`src/rtl/if_stage_pkg.sv`:
```
// Shared constants and types for the instruction fetch stage.
// Defining IF_BUF2_EN widens the fetch buffer from one entry to two.
package if_stage_pkg;

    localparam logic [63:0] RESET_PC  = 64'h0000_0000_8000_0000;
    localparam logic [31:0] NOP_INSTR = 32'h0000_0013;

`ifdef IF_BUF2_EN
    localparam int DEPTH = 2;
`else
    localparam int DEPTH = 1;
`endif

    localparam int CNT_W = $clog2(DEPTH + 1);

    typedef enum logic [1:0] {
        S_IDLE = 2'd0,
        S_REQ  = 2'd1,
        S_DROP = 2'd2
    } if_state_t;

    typedef struct packed {
        logic [63:0] pc;
        logic [31:0] instr;
    } fetch_entry_t;

endpackage

```
`src/rtl/if_stage_fetch_fifo.sv`:
```
// Small circular buffer of fetched {pc, instr} pairs; the head entry feeds decode.
module fetch_fifo
    import if_stage_pkg::*;
#(
    parameter int DEPTH_P = 1,
    parameter int CNT_W_P = 1
) (
    input  logic               clk,
    input  logic               rst,
    input  logic               flush,
    input  logic               push,
    input  fetch_entry_t       push_data,
    input  logic               pop,
    output logic [CNT_W_P-1:0] count,
    output fetch_entry_t       head
);

    localparam int PTR_W = (DEPTH_P > 1) ? $clog2(DEPTH_P) : 1;

    fetch_entry_t     mem [DEPTH_P];
    logic [PTR_W-1:0] wr_ptr;
    logic [PTR_W-1:0] rd_ptr;
    logic             do_push;
    logic             do_pop;

    function automatic logic [PTR_W-1:0] bump(input logic [PTR_W-1:0] p);
        return (p == PTR_W'(DEPTH_P - 1)) ? '0 : p + 1'b1;
    endfunction

    // A push into a full buffer is only legal when the head leaves in the same cycle.
    assign do_push = push && ((count < CNT_W_P'(DEPTH_P)) || pop);
    assign do_pop  = pop && (count != '0);
    assign head    = mem[rd_ptr];

    always_ff @(posedge clk) begin
        if (do_push) begin
            mem[wr_ptr] <= push_data;
        end
    end

    always_ff @(posedge clk) begin
        if (rst || flush) begin
            wr_ptr <= '0;
            rd_ptr <= '0;
            count  <= '0;
        end else begin
            if (do_push) begin
                wr_ptr <= bump(wr_ptr);
            end
            if (do_pop) begin
                rd_ptr <= bump(rd_ptr);
            end
            case ({do_push, do_pop})
                2'b10:   count <= count + CNT_W_P'(1);
                2'b01:   count <= count - CNT_W_P'(1);
                default: count <= count;
            endcase
        end
    end

endmodule

```
`src/rtl/if_stage.sv`:
```
// Instruction fetch stage: one outstanding memory request, buffered hand-off to decode,
// redirect flush with stale-response dropping. Buffer depth set by IF_BUF2_EN.
module if_stage
    import if_stage_pkg::*;
(
    input  logic        clk,
    input  logic        rst,
    output logic        imem_valid_o,
    output logic [63:0] imem_addr_o,
    input  logic        imem_ready_i,
    input  logic        imem_rvalid_i,
    input  logic [31:0] imem_rdata_i,
    input  logic        redirect_i,
    input  logic [63:0] redirect_pc_i,
    input  logic        id_ready_i,
    output logic        id_valid_o,
    output logic [63:0] pc_o,
    output logic [31:0] instr_o
);

    if_state_t          state;
    if_state_t          state_next;
    logic [63:0]        fpc;
    logic [63:0]        req_pc;
    logic [CNT_W-1:0]   count;
    fetch_entry_t       head;
    fetch_entry_t       push_entry;
    logic               req_valid;
    logic               accept;
    logic               push;
    logic               pop;
    logic               has_room;

    assign has_room     = count < CNT_W'(DEPTH);
    assign accept       = req_valid && imem_ready_i;
    assign imem_valid_o = req_valid;
    assign imem_addr_o  = fpc;

    // A redirect flushes the buffer, so any pop requested in that cycle is void.
    assign pop        = id_valid_o && id_ready_i && !redirect_i;
    assign push_entry = '{pc: req_pc, instr: imem_rdata_i};

    assign id_valid_o = !rst && (count != '0);
    assign pc_o       = id_valid_o ? head.pc : '0;
    assign instr_o    = id_valid_o ? head.instr : NOP_INSTR;

    always_comb begin
        state_next = state;
        req_valid  = 1'b0;
        push       = 1'b0;
        case (state)
            S_IDLE: begin
                req_valid = has_room && !redirect_i && !rst;
                if (req_valid && imem_ready_i) begin
                    state_next = S_REQ;
                end
            end
            S_REQ: begin
                if (imem_rvalid_i) begin
                    push       = !redirect_i;
                    state_next = S_IDLE;
                end else if (redirect_i) begin
                    state_next = S_DROP;
                end
            end
            S_DROP: begin
                if (imem_rvalid_i) begin
                    state_next = S_IDLE;
                end
            end
            default: state_next = S_IDLE;
        endcase
    end

    always_ff @(posedge clk) begin
        if (rst) begin
            state <= S_IDLE;
        end else begin
            state <= state_next;
        end
    end

    // req_pc remembers the address in flight so the response can be tagged with it.
    always_ff @(posedge clk) begin
        if (rst) begin
            fpc    <= RESET_PC;
            req_pc <= RESET_PC;
        end else begin
            if (redirect_i) begin
                fpc <= redirect_pc_i & ~64'd3;
            end else if (accept) begin
                fpc <= fpc + 64'd4;
            end
            if (accept) begin
                req_pc <= fpc;
            end
        end
    end

    fetch_fifo #(
        .DEPTH_P (DEPTH),
        .CNT_W_P (CNT_W)
    ) u_fifo (
        .clk       (clk),
        .rst       (rst),
        .flush     (redirect_i),
        .push      (push),
        .push_data (push_entry),
        .pop       (pop),
        .count     (count),
        .head      (head)
    );

endmodule

```
`config.mk`:
```
export PLATFORM = sky130hd
export DESIGN_NAME = if_stage
export DESIGN_NICKNAME = d
export VERILOG_FILES = /design/src/rtl/if_stage_pkg.sv /design/src/rtl/if_stage_fetch_fifo.sv /design/src/rtl/if_stage.sv
export SDC_FILE = /design/constraint.sdc
export NUM_CORES = 1
export LEC_CHECK = 0
export BUFFER_PORTS_ARGS = -buffer_cell sky130_fd_sc_hd__buf_2
export CORE_ASPECT_RATIO = 0.6
export CORE_UTILIZATION = 52
export CTS_CLUSTER_DIAMETER = 30
export DETAILED_ROUTE_END_ITERATION = 16
export PLACE_DENSITY_LB_ADDON = 0.05
export SETUP_SLACK_MARGIN = 0.02
export SLEW_MARGIN = 25
export SYNTH_ARGS = -nofsm -noshare
export SYNTH_HDL_FRONTEND = slang
export SYNTH_SLANG_ARGS = --single-unit
```
`constraint.sdc`:
```
create_clock -name clk -period 4.4 [get_ports clk]
set_input_delay 0.44 -clock clk [delete_from_list [all_inputs] [get_ports clk]]
set_output_delay 0.44 -clock clk [all_outputs]
set_load 0.02 [all_outputs]
```
==> impl_metrics.sql, run 1 <==
INSERT INTO impl_metrics (metric_group, metric, value, unit) VALUES
('run_status', 'outcome', 'finished clean', ''),
('pwr', 'internal_power', '3.98', 'mW'),
('grt', 'grt_pass1_wl', '39800', 'um'),
('floorplan', 'io_pins', '264', ''),
('floorplan', 'die_height', '107', 'um'),
('layout', 'drive_gt1_share', '27.3', '%'),
('placed_design', 'buffer_ports.inserted', '257', ''),
('drt', 'routed_wirelength', '25700', 'um'),
('setup_path', 'critical_path_peak_fanout', '8', ''),
('synth', 'synth_cells', '993', ''),
('layout', 'syn2layout_area_growth', '27.1', '%'),
('synth', 'synth-seq-area-share', '56.2', '%'),
('drt', 'detailroute.via_count', '8264', ''),
('grt', 'grt_start_max_net_pins', '96', ''),
('synth', 'synth_top_cells_by_area', 'sky130_fd_sc_hd__edfxtp_1 30%, sky130_fd_sc_hd__dfxtp_1 27%, sky130_fd_sc_hd__nand2_1 7.0%', ''),
('setup_path', 'r2r.worst_path.cells', '7', ''),
('synth', 'edff_count_synth', '94', ''),
('worst_hold_path', 'cell_depth_of_the_worst_min_delay_path', '1', ''),
('pwr', 'p_leak', '4.96', 'nW'),
('floorplan', 'core_area', '17500', 'um^2'),
('sta', 'worst_pin_slew', '0.951', 'ns'),
('synth', 'avgSynthCellArea', '9.61', 'um^2'),
('setup_path', 'path_cells', 'ha_1 > and3_1 > nand4_2 > nor4_1 > nand4_1 > o31a_1 > o21ai_0', ''),
('sta', 'unrepaired_setup_endpoints_after_global_routing', 'no', ''),
('clock_tree', 'post-cts-setup-buffers', '0', ''),
('clock_tree', 'clk_slew_on_worst_s_h_paths', '0.06', 'ns'),
('sta', 'worst_slack', '1.61', 'ns'),
('flow_run', 'drv_cap', '0', ''),
('sta', 'hold_violations', '0', ''),
('clock_tree', 'worstSkewPairLatency', '0.49', 'ns'),
('setup_path', 'setup.worst_path.start_class', 'register', ''),
('clock_tree', 'clock_sinks', '221', ''),
('floorplan', 'chipWidth', '177', 'um'),
('drt', 'drt_pre_antenna_iters', '5', ''),
('pwr', 'p_sw_share', '23.9', '%'),
('pwr', 'pwr-share-comb', '6.3', '%'),
('drt', 'drcViolationCount', '0', ''),
('setup_path', 'cpPeakStageDelay', '0.90', 'ns'),
('pwr', 'net-switching-power', '1.25', 'mW'),
('grt', 'globalRoute.totalOverflow', '0', ''),
('pwr', 'power.clock.fraction', '50.5', '%'),
('synth', 'synth-async-reset-ratio', '0', '%'),
('pwr', 'worst_ir_drop_vdd', '0.212', 'mV'),
('synth', 'synth_flop_cell', 'sky130_fd_sc_hd__dfxtp_1', ''),
('sta', 'fin_tns_setup', '0', 'ns'),
('grt', 'via_count_of_the_first_global_routing_pass', '7328', ''),
('drt', 'vias_per_cell', '5.53', ''),
('pwr', 'pwr-share-seq', '43.2', '%'),
('synth', 'synth.ff_latch_count', '221', ''),
('sta', 'fmax', '0.358', 'GHz'),
('floorplan', 'core.rowCount', '37', ''),
('sta', 'skew', '0.0120', 'ns'),
('layout', 'finalNetCount', '1338', ''),
('sta', 'worst_max_slew_margin_expressed_relative_to_the_limit', '36.0', '%'),
('grt', 'grtUsageTotal', '26.9', '%'),
('sta', 'final_worst_path_period_share', '63.5', '%'),
('floorplan', 'floorplan.initialDensity', '54.4', '%'),
('sta', 'final.min_clock_period', '2.79', 'ns'),
('synth', 'yosys_warnings', '0', ''),
('sta', 'slew_viol_final', '0', ''),
('synth', 'synth_top_area_share', '29.6', '%'),
('drt', 'wl_per_cell', '17.2', 'um'),
('drt', 'drt.antenna.violating_nets', '0', ''),
('placed_design', 'dp_slack', '1.48', 'ns'),
('synth', 'yosysUniqueCellTypes', '61', ''),
('sta', 'report.final.setup_viol', '0', ''),
('placed_design', 'place_congestion', '0.833', ''),
('clock_tree', 'count_of_hold_buffers_inserted_by_post_cts_repair', '0', ''),
('clock_tree', 'post_cts_gate_resize_count', '0', ''),
('setup_path', 'arrival', '3.20', 'ns'),
('setup_path', 'timing.setup.critical_path_class', 'register to register', '');
-- state kept, by name, indices dropped and copies added, names as in the netlist --
| register | cells |
|---|---|
| u_fifo.count | 1 |
| req_pc | 62 |
| u_fifo.mem | 94 |
| state | 2 |
| imem_addr_o | 62 |
-- synth_stat cells (all sizes together) (16+ instances only) --
master / number
nor2b: 17
clkbuf: 56
nand3: 23
a21oi: 99
nand4: 24
dfxtp: 127
a22oi: 18
nor3: 19
and2: 94
xnor2: 16
nor4: 19
nand2: 179
o21ai: 21
edfxtp: 94
nor2: 42
-- final cells by class --
cell class / instances / area (um^2)
fillers: 1475 / 5420
flip-flops and latches: 221 / 5370
multi-input cells: 690 / 3870
repair buffers: 272 / 1410
clock buffers: 43 / 948
well taps: 234 / 293
clock inverters: 20 / 184
inverters: 14 / 55.1
diodes: 1 / 2.50
-- critical path: cells and delay by family (launching register included) --
| kind | cells | cell delay [ns] |
|---|---|---|
| and+or+nand+nor | 4 | 1.71 |
| DFF | 1 | 0.44 |
| AOI/OAI and AO/OA | 2 | 0.35 |
| adders and majority gates | 1 | 0.21 |
-- cell families after synthesis --
logic type | after synthesis | synth area share [%]
xor gates and xnor gates | 23 | 2.11
muxes | 11 | 1.19
AOI/OAI and AO/OA | 192 | 12.0
and+or+nand+nor | 458 | 24.5
other | 1 | 0.0393
buffers and inverters | 85 | 3.64
DFF | 221 | 56.2
adders and majority gates | 2 | 0.262
-- power groups by stage --
stage                     Combinational [mW]  Sequential, mW  Clock (mW)
after floorplan                        0.162            2.32           0
after global placement                 0.320            2.30           0
after detailed placement               0.325            2.30           0
after CTS                              0.328            2.26        2.67
after global routing                   0.357            2.27        2.78
final                                  0.328            2.26        2.64
-- metrics by stage --
stage	hold WS [ns]	utilization, %	power (mW)	area (um^2)	std cells
2_1_floorplan	0.408	-	2.48	9550	996
3_3_place_gp	0.411	62.7	2.62	11000	1431
3_5_place_dp	0.413	62.7	2.62	11000	1431
4_1_cts	0.120	69.1	5.25	12100	1494
5_1_grt	0.114	69.1	5.40	12100	1494
6_report	0.132	69.1	5.23	12100	1495
-- metal layers --
layer / vias up / GRT usage (%) / routed length, um
met2: 354 / 39.0 / 11100
met1: 3906 / 39.7 / 11900
met4: 2 / 6.22 / 326
met5: - / 0 / 17
met3: 26 / 7.23 / 2350
li1: 3976 / - / -
-- path summary, 6_finish.rpt --
kind / start / end / slack, ns
max: imem_addr_o[2] / imem_addr_o[52] / 1.61
min: imem_rdata_i[5] / u_fifo.mem[0][5] / 0.13
max reg2reg: imem_addr_o[2] / imem_addr_o[52] / 1.61
min reg2reg: req_pc[8] / u_fifo.mem[0][40] / 0.43
Power figures use the tool's default switching activity.
==> inputs of run 2 (changes only) <==
ABC_AREA = 1   (was not set)
CORE_UTILIZATION = 54   (was 52)
clock period = 2.69 ns   (was 4.4 ns; I/O delays follow)
==> run 2 against run 1 <==
  * Critical path depth decreased by 1
  * Critical endpoint is now pc_o[39]
  * Die area rose by 6.4%
  * Clock power is 67% higher
  * Largest power group unchanged
  * Largest cell class unchanged
==> impl_metrics.sql, run 2 <==
INSERT INTO impl_metrics (metric_group, metric, value, unit) VALUES
('run_status', 'outcome', 'finished clean', ''),
('floorplan', 'io_pins', '264', ''),
('synth', 'synth_flop_cell', 'sky130_fd_sc_hd__dfxtp_1', ''),
('drt', 'drt_first_iter_violations', '951', ''),
('layout', 'finalNetCount', '1746', ''),
('sta', 'report.final.setup_viol', '0', ''),
('synth', 'synth.cell_area', '10600', 'um^2'),
('grt', 'met1_layer_usage_reported_by_global_route', '47.6', '%'),
('layout', 'max_flop_register', 'u_fifo.mem', ''),
('synth', 'yosys.cell_count.top_type', 'sky130_fd_sc_hd__nand2_1', ''),
('setup_path', 'arrival', '2.06', 'ns'),
('layout', 'syn2layout_area_growth', '28.1', '%'),
('sta', 'final_worst_path_period_share', '86.5', '%'),
('placed_design', 'buffer_ports.inserted', '257', ''),
('grt', 'gr-usage-met2', '43.8', '%'),
('pwr', 'p_leak', '6.10', 'nW'),
('clock_tree', 'cts_buffers', '34', ''),
('sta', 'unrepaired_setup_endpoints_after_global_routing', 'no', ''),
('synth', 'synth.ff_latch_count', '221', ''),
('layout', 'fin_area', '13500', 'um^2'),
('grt', 'grtUsageTotal', '31.0', '%'),
('synth', 'yosys_warnings', '0', ''),
('grt', 'via_count_of_the_first_global_routing_pass', '8610', ''),
('floorplan', 'core_area', '19100', 'um^2'),
('layout', 'most-common-layout-cells', '257 x sky130_fd_sc_hd__buf_2, 253 x sky130_fd_sc_hd__nand2_1, 244 x sky130_fd_sc_hd__nor2_1', ''),
('synth', 'yosysUniqueCellTypes', '40', ''),
('placed_design', 'dp.final_hpwl', '22400', 'um'),
('layout', 'max_reg_flops', '94', ''),
('sta', 'slew_viol_final', '0', ''),
('synth', 'synth_top_area_share', '26.7', '%'),
('placed_design', 'placed_area', '12000', 'um^2'),
('clock_tree', 'cts_root_buf', 'sky130_fd_sc_hd__clkbuf_16', ''),
('setup_path', 'worst_ep_required_time', '2.42', 'ns'),
('worst_hold_path', 'kind_of_path_behind_the_tightest_hold_check', 'input port to register', ''),
('sta', 'worst_pin_slew', '0.737', 'ns'),
('setup_path', 'worst_setup_path_end_kind', 'primary output', ''),
('drt', 'drt_pre_antenna_iters', '5', ''),
('sta', 'fin_tns_setup', '0', 'ns'),
('synth', 'synth_cells', '1361', ''),
('clock_tree', 'post-cts-setup-buffers', '0', ''),
('drt', 'vias_per_cell', '5.09', ''),
('drt', 'wl_per_cell', '16.5', 'um'),
('pwr', 'fin_total_pwr', '8.89', 'mW'),
('clock_tree', 'clock_sinks', '221', ''),
('sta', 'skew', '0.00964', 'ns'),
('clock_tree', 'cts_max_level', '2', ''),
('setup_path', 'timing.setup.critical_path_class', 'register to primary output', ''),
('setup_path', 'setup.worst_path.start_class', 'register', ''),
('setup_path', 'timing.reg2reg.setup_slack', '0.60', 'ns'),
('clock_tree', 'count_of_hold_buffers_inserted_by_post_cts_repair', '33', ''),
('drt', 'drcViolationCount', '0', ''),
('clock_tree', 'cts_tree', 'built', ''),
('drt', 'drt.antenna.violating_nets', '0', ''),
('placed_design', 'place_congestion', '0.960', ''),
('floorplan', 'die_height', '110', 'um'),
('layout', 'layout_commonest_cell', 'sky130_fd_sc_hd__buf_2', ''),
('synth', 'synth_top_cells_by_area', 'sky130_fd_sc_hd__edfxtp_1 27%, sky130_fd_sc_hd__dfxtp_1 24%, sky130_fd_sc_hd__nand2_1 9.0%', ''),
('synth', 'synth.largest_area_cell', 'sky130_fd_sc_hd__edfxtp_1', ''),
('sta', 'worst_max_slew_margin_expressed_relative_to_the_limit', '50.9', '%'),
('floorplan', 'floorplan.initialDensity', '55.3', '%'),
('synth', 'yosys-top-cells-count', '253 x sky130_fd_sc_hd__nand2_1, 244 x sky130_fd_sc_hd__nor2_1, 209 x sky130_fd_sc_hd__inv_1', ''),
('grt', 'gr-usage-met3', '7.52', '%'),
('drt', 'routed_wirelength', '32000', 'um'),
('setup_path', 'critical_path_peak_fanout', '39', ''),
('clock_tree', 'clk_slew_on_worst_s_h_paths', '0.06', 'ns'),
('synth', 'synth-async-reset-ratio', '0', '%'),
('grt', 'initial_antenna_violation_count', '1', ''),
('sta', 'final.min_clock_period', '2.33', 'ns'),
('grt', 'grt_start_max_net_pins', '84', ''),
('floorplan', 'die_outline_area', '20100', 'um^2'),
('pwr', 'powerDensity', '657', 'nW/um^2'),
('floorplan', 'core.rowCount', '39', ''),
('sta', 'hold_violations', '0', ''),
('pwr', 'worst_ir_drop_vdd', '0.589', 'mV'),
('floorplan', 'chipWidth', '183', 'um'),
('synth', 'synth-seq-area-share', '50.8', '%'),
('grt', 'grt_pass1_wl', '47600', 'um'),
('grt', 'globalRoute.totalOverflow', '0', ''),
('drt', 'detailroute.via_count', '9841', ''),
('flow_run', 'drv_cap', '0', ''),
('clock_tree', 'worstSkewPairLatency', '0.50', 'ns'),
('sta', 'fmax', '0.430', 'GHz'),
('synth', 'edff_count_synth', '94', ''),
('synth', 'avgSynthCellArea', '7.76', 'um^2'),
('clock_tree', 'cts-root-to-sink-buffers', '3', ''),
('layout', 'drive_gt1_share', '22.7', '%'),
('grt', 'grt-busiest-layer', 'met1', ''),
('clock_tree', 'post_cts_gate_resize_count', '0', '');
## run 2: cell types whose count changed after synthesis, sizes merged, moves of 18 or more
| cell | change |
|---|---|
| nor4 | -19 |
| a22oi | -18 |
| nand2 | +90 |
| inv | +197 |
| nand3 | +31 |
| clkbuf | -22 |
| o21ai | +105 |
| and2 | -94 |
| nor2 | +221 |
## run 2: cell families (layout without fill, tap and decap cells)
kind of cell / after synthesis / after routing / synth area share (%)
simple gates: 601 / 601 / 24.2
buf+inv: 271 / 575 / 10.7
compound gates: 240 / 240 / 11.9
flops: 221 / 221 / 50.8
xor+xnor: 25 / 25 / 2.07
fa+ha+maj: 2 / 2 / 0.237
other cells: 1 / 5 / 0.0355
## run 2: path summary, 6_finish.rpt
| path | start | cells after the start | end |
|---|---|---|---|
| worst max register to register | imem_addr_o[3] | 10 | imem_addr_o[56] |
| worst min-delay path | redirect_pc_i[13] | 3 | imem_addr_o[13] |
| worst min register to register | req_pc[50] | 0 | u_fifo.mem[0][82] |
| worst max-delay path | u_fifo.count | 6 | pc_o[39] |
## run 2: worst max-delay path, cell delays in order (launching register included)
cell and delay [ns]:
sky130_fd_sc_hd__dfxtp_1 0.34, sky130_fd_sc_hd__inv_1 0.18, sky130_fd_sc_hd__nor2_1 0.09, sky130_fd_sc_hd__inv_2 0.40
sky130_fd_sc_hd__buf_12 0.27, sky130_fd_sc_hd__nor2_1 0.08, sky130_fd_sc_hd__buf_2 0.17
## run 2: area by class of cell
class	count	area, um^2
inverter	211	796
sequential	221	5370
antenna	1	2.50
fill	1584	5560
clock buffer	39	912
timing repair buffer	302	1790
tap	266	333
clock inverter	23	243
multi-input combinational	872	4080
## run 2: metal layers
layer  share of wire, %  vias up
met5                  0        -
li1                   -     4868
met1                 48     4503
met4               0.96        0
met3                 10       31
met2                 41      439
## run 2: report_power, final
part           internal (mW)  total, mW  switching [mW]
sequential              3.63       3.75           0.124
combinational          0.260      0.711           0.451
clock                   2.71       4.42            1.71
total                   6.60       8.89            2.29
## run 2: through the flow
| stage | util (%) | hold WS (ns) | std cells | setup slack (ns) |
|---|---|---|---|---|
| 3_5_place_dp | 63.1 | 0.408 | 1839 | 0.580 |
| 5_1_grt | 70.9 | 0.0539 | 1934 | 0.272 |
| 4_1_cts | 70.9 | 0.0345 | 1934 | 0.398 |
| 6_report | 70.9 | 0.0397 | 1935 | 0.362 |
| 3_3_place_gp | 63.1 | 0.408 | 1839 | 0.633 |
| 2_1_floorplan | - | 0.368 | 1364 | 0.0796 |
==> inputs of run 3 (changes only) <==
CORE_UTILIZATION = 35   (was 54)
==> run 3 against run 2 <==
  * Non-clock buffer count grew 16
  * Core utilization fell by 22 points
  * Die area increased by 53%
  * Combinational power is 2% higher
  * Sequential cell count unchanged
  * Clock skew increased by 0.020 ns
  * Critical path type unchanged
==> impl_metrics.sql, run 3 (synthesized netlist as in run 2, its figures left out) <==
INSERT INTO impl_metrics (metric_group, metric, value, unit) VALUES
('drt', 'drt.antenna.violating_nets', '0', ''),
('drt', 'drcViolationCount', '0', ''),
('clock_tree', 'cts_max_level', '2', ''),
('layout', 'fin_area', '14200', 'um^2'),
('grt', 'grtUsageTotal', '23.1', '%'),
('grt', 'grt_start_max_net_pins', '67', ''),
('sta', 'worst_pin_slew', '0.691', 'ns'),
('run_status', 'outcome', 'finished clean', ''),
('grt', 'via_count_of_the_first_global_routing_pass', '9053', ''),
('clock_tree', 'clk_slew_on_worst_s_h_paths', '0.05', 'ns'),
('setup_path', 'setup.worst_path.start_class', 'register', ''),
('clock_tree', 'clock_sinks', '221', ''),
('layout', 'max_reg_flops', '94', ''),
('clock_tree', 'cts_tree', 'built', ''),
('grt', 'globalRoute.totalOverflow', '0', ''),
('setup_path', 'worst_setup_path_end_kind', 'primary output', ''),
('sta', 'worst_max_slew_margin_expressed_relative_to_the_limit', '53.9', '%'),
('setup_path', 'critical_path_peak_fanout', '43', ''),
('floorplan', 'die_outline_area', '30900', 'um^2'),
('clock_tree', 'cts_root_buf', 'sky130_fd_sc_hd__clkbuf_16', ''),
('placed_design', 'dp.final_hpwl', '26300', 'um'),
('floorplan', 'core.rowCount', '48', ''),
('sta', 'fin_tns_setup', '0', 'ns'),
('floorplan', 'chipWidth', '226', 'um'),
('pwr', 'p_leak', '6.36', 'nW'),
('drt', 'routed_wirelength', '36100', 'um'),
('floorplan', 'floorplan.initialDensity', '36.2', '%'),
('worst_hold_path', 'kind_of_path_behind_the_tightest_hold_check', 'input port to register', ''),
('setup_path', 'timing.reg2reg.setup_slack', '0.52', 'ns'),
('layout', 'layout_commonest_cell', 'sky130_fd_sc_hd__buf_2', ''),
('drt', 'detailroute.via_count', '9852', ''),
('setup_path', 'arrival', '2.24', 'ns'),
('layout', 'drive_gt1_share', '23.7', '%'),
('sta', 'slew_viol_final', '0', ''),
('floorplan', 'io_pins', '264', ''),
('clock_tree', 'cts_buffers', '44', ''),
('drt', 'drt_first_iter_violations', '664', ''),
('drt', 'vias_per_cell', '4.68', ''),
('pwr', 'worst_ir_drop_vdd', '0.424', 'mV'),
('worst_hold_path', 'cell_depth_of_the_worst_min_delay_path', '3', ''),
('layout', 'most-common-layout-cells', '257 x sky130_fd_sc_hd__buf_2, 253 x sky130_fd_sc_hd__nand2_1, 244 x sky130_fd_sc_hd__nor2_1', ''),
('setup_path', 'critical_path.reg2reg.endpoint', 'imem_addr_o[49]', ''),
('layout', 'number_of_diodes', '0', ''),
('sta', 'whs', '0.0168', 'ns'),
('clock_tree', 'worstSkewPairLatency', '0.55', 'ns'),
('placed_design', 'buffer_ports.inserted', '257', ''),
('placed_design', 'placed_area', '12200', 'um^2'),
('drt', 'wl_per_cell', '17.2', 'um'),
('layout', 'fillCellCount', '2965', ''),
('setup_path', 'r2r_start', 'imem_addr_o[31]', ''),
('sta', 'unrepaired_setup_endpoints_after_global_routing', 'no', ''),
('sta', 'final.min_clock_period', '2.50', 'ns'),
('clock_tree', 'post-cts-setup-buffers', '0', ''),
('grt', 'grt_pass1_wl', '53700', 'um'),
('sta', 'fmax', '0.399', 'GHz'),
('layout', 'finalNetCount', '1772', ''),
('placed_design', 'place_congestion', '0.898', ''),
('layout', 'max_flop_register', 'u_fifo.mem', ''),
('setup_path', 'timing.setup.critical_path_class', 'register to primary output', ''),
('flow_run', 'drv_cap', '0', ''),
('worst_hold_path', 'worstHoldStart', 'redirect_pc_i[29]', ''),
('layout', 'syn2layout_area_growth', '34.6', '%'),
('pwr', 'powerDensity', '721', 'nW/um^2'),
('floorplan', 'core_area', '29200', 'um^2'),
('clock_tree', 'cts-root-to-sink-buffers', '3', ''),
('drt', 'drt_pre_antenna_iters', '5', ''),
('sta', 'hold_violations', '0', ''),
('sta', 'skew', '0.0299', 'ns'),
('setup_path', 'worst_ep_required_time', '2.42', 'ns'),
('sta', 'final_worst_path_period_share', '93.1', '%'),
('grt', 'initial_antenna_violation_count', '1', ''),
('worst_hold_path', 'min_delay_worst_endpoint', 'imem_addr_o[29]', ''),
('sta', 'report.final.setup_viol', '0', ''),
('setup_path', 'r2r.worst_path.cells', '9', ''),
('floorplan', 'die_height', '137', 'um');
==> run 3: cell count changes in the layout (fill, tap and decap cells not counted), sizes merged <==
cell / change
clkbuf: +15
inv: -9
buf: +8
clkinv: +8
dlygate4sd3: +8
bufinv: +5
clkinvlp: +1
diode: -1
==> run 3: power by group <==
group	switching, mW	internal [mW]	total, mW
Clock	1.87	3.89	5.76
Combinational	0.459	0.269	0.728
Sequential	0.124	3.63	3.76
Total	2.46	7.79	10.2
==> run 3: worst max-delay path by stage <==
stage	startpoint	endpoint	slack (ns)
6_report	u_fifo.count	instr_o[4]	0.19
3_3_place_gp	rst	u_fifo.mem[0][55]	0.59
4_1_cts	u_fifo.count	pc_o[31]	0.13
5_1_grt	u_fifo.count	instr_o[0]	0.08
2_1_floorplan	redirect_i	u_fifo.mem[0][0]	0.08
3_5_place_dp	rst	u_fifo.mem[0][67]	0.57
==> run 3: cell type report <==
type | count | area [um^2] | area share [%]
clock buffer | 54 | 1210 | 8.52
clock inverter | 28 | 357 | 2.51
inverter | 211 | 797 | 5.61
multi-input combinational | 872 | 4080 | 28.7
sequential | 221 | 5370 | 37.8
tap | 400 | 500 | 3.52
timing repair buffer | 318 | 1900 | 13.4
==> run 3: per-layer routing <==
layer | track usage [%] | part of all wire, % | vias to the layer above
met5 | 0 | 0.036 | -
met4 | 4.84 | 1.2 | 2
met3 | 5.78 | 7.3 | 44
met2 | 31.1 | 39 | 280
met1 | 36.3 | 52 | 4593
li1 | - | - | 4933
==> run 3: through the flow <==
step                      power (mW)  worst slack (ns)  cells  utilization (%)
after floorplan                 4.22            0.0796   1364                -
after global routing            10.6            0.0780   2104             48.7
final                           10.2             0.186   2104             48.7
after CTS                       10.3             0.127   2104             48.7
after detailed placement        4.50             0.574   1981             41.9
after global placement          4.49             0.587   1981             41.9
==> run 3: worst max-delay path, stage by stage (launching register included) <==
cell                       delay [ns]
sky130_fd_sc_hd__dfxtp_1         0.37
sky130_fd_sc_hd__inv_1           0.13
sky130_fd_sc_hd__nor2_1          0.18
sky130_fd_sc_hd__clkinv_2        0.29
sky130_fd_sc_hd__buf_12          0.27
sky130_fd_sc_hd__or2_2           0.28
sky130_fd_sc_hd__buf_2           0.16
==> run 3: repair_timing <==
item / 4_1_cts / 5_1_grt
setup endpoints to repair: 0 / 1
hold endpoints to repair: 41 / 0
resized for setup: 0 / 1
hold buffers: 41 / 0
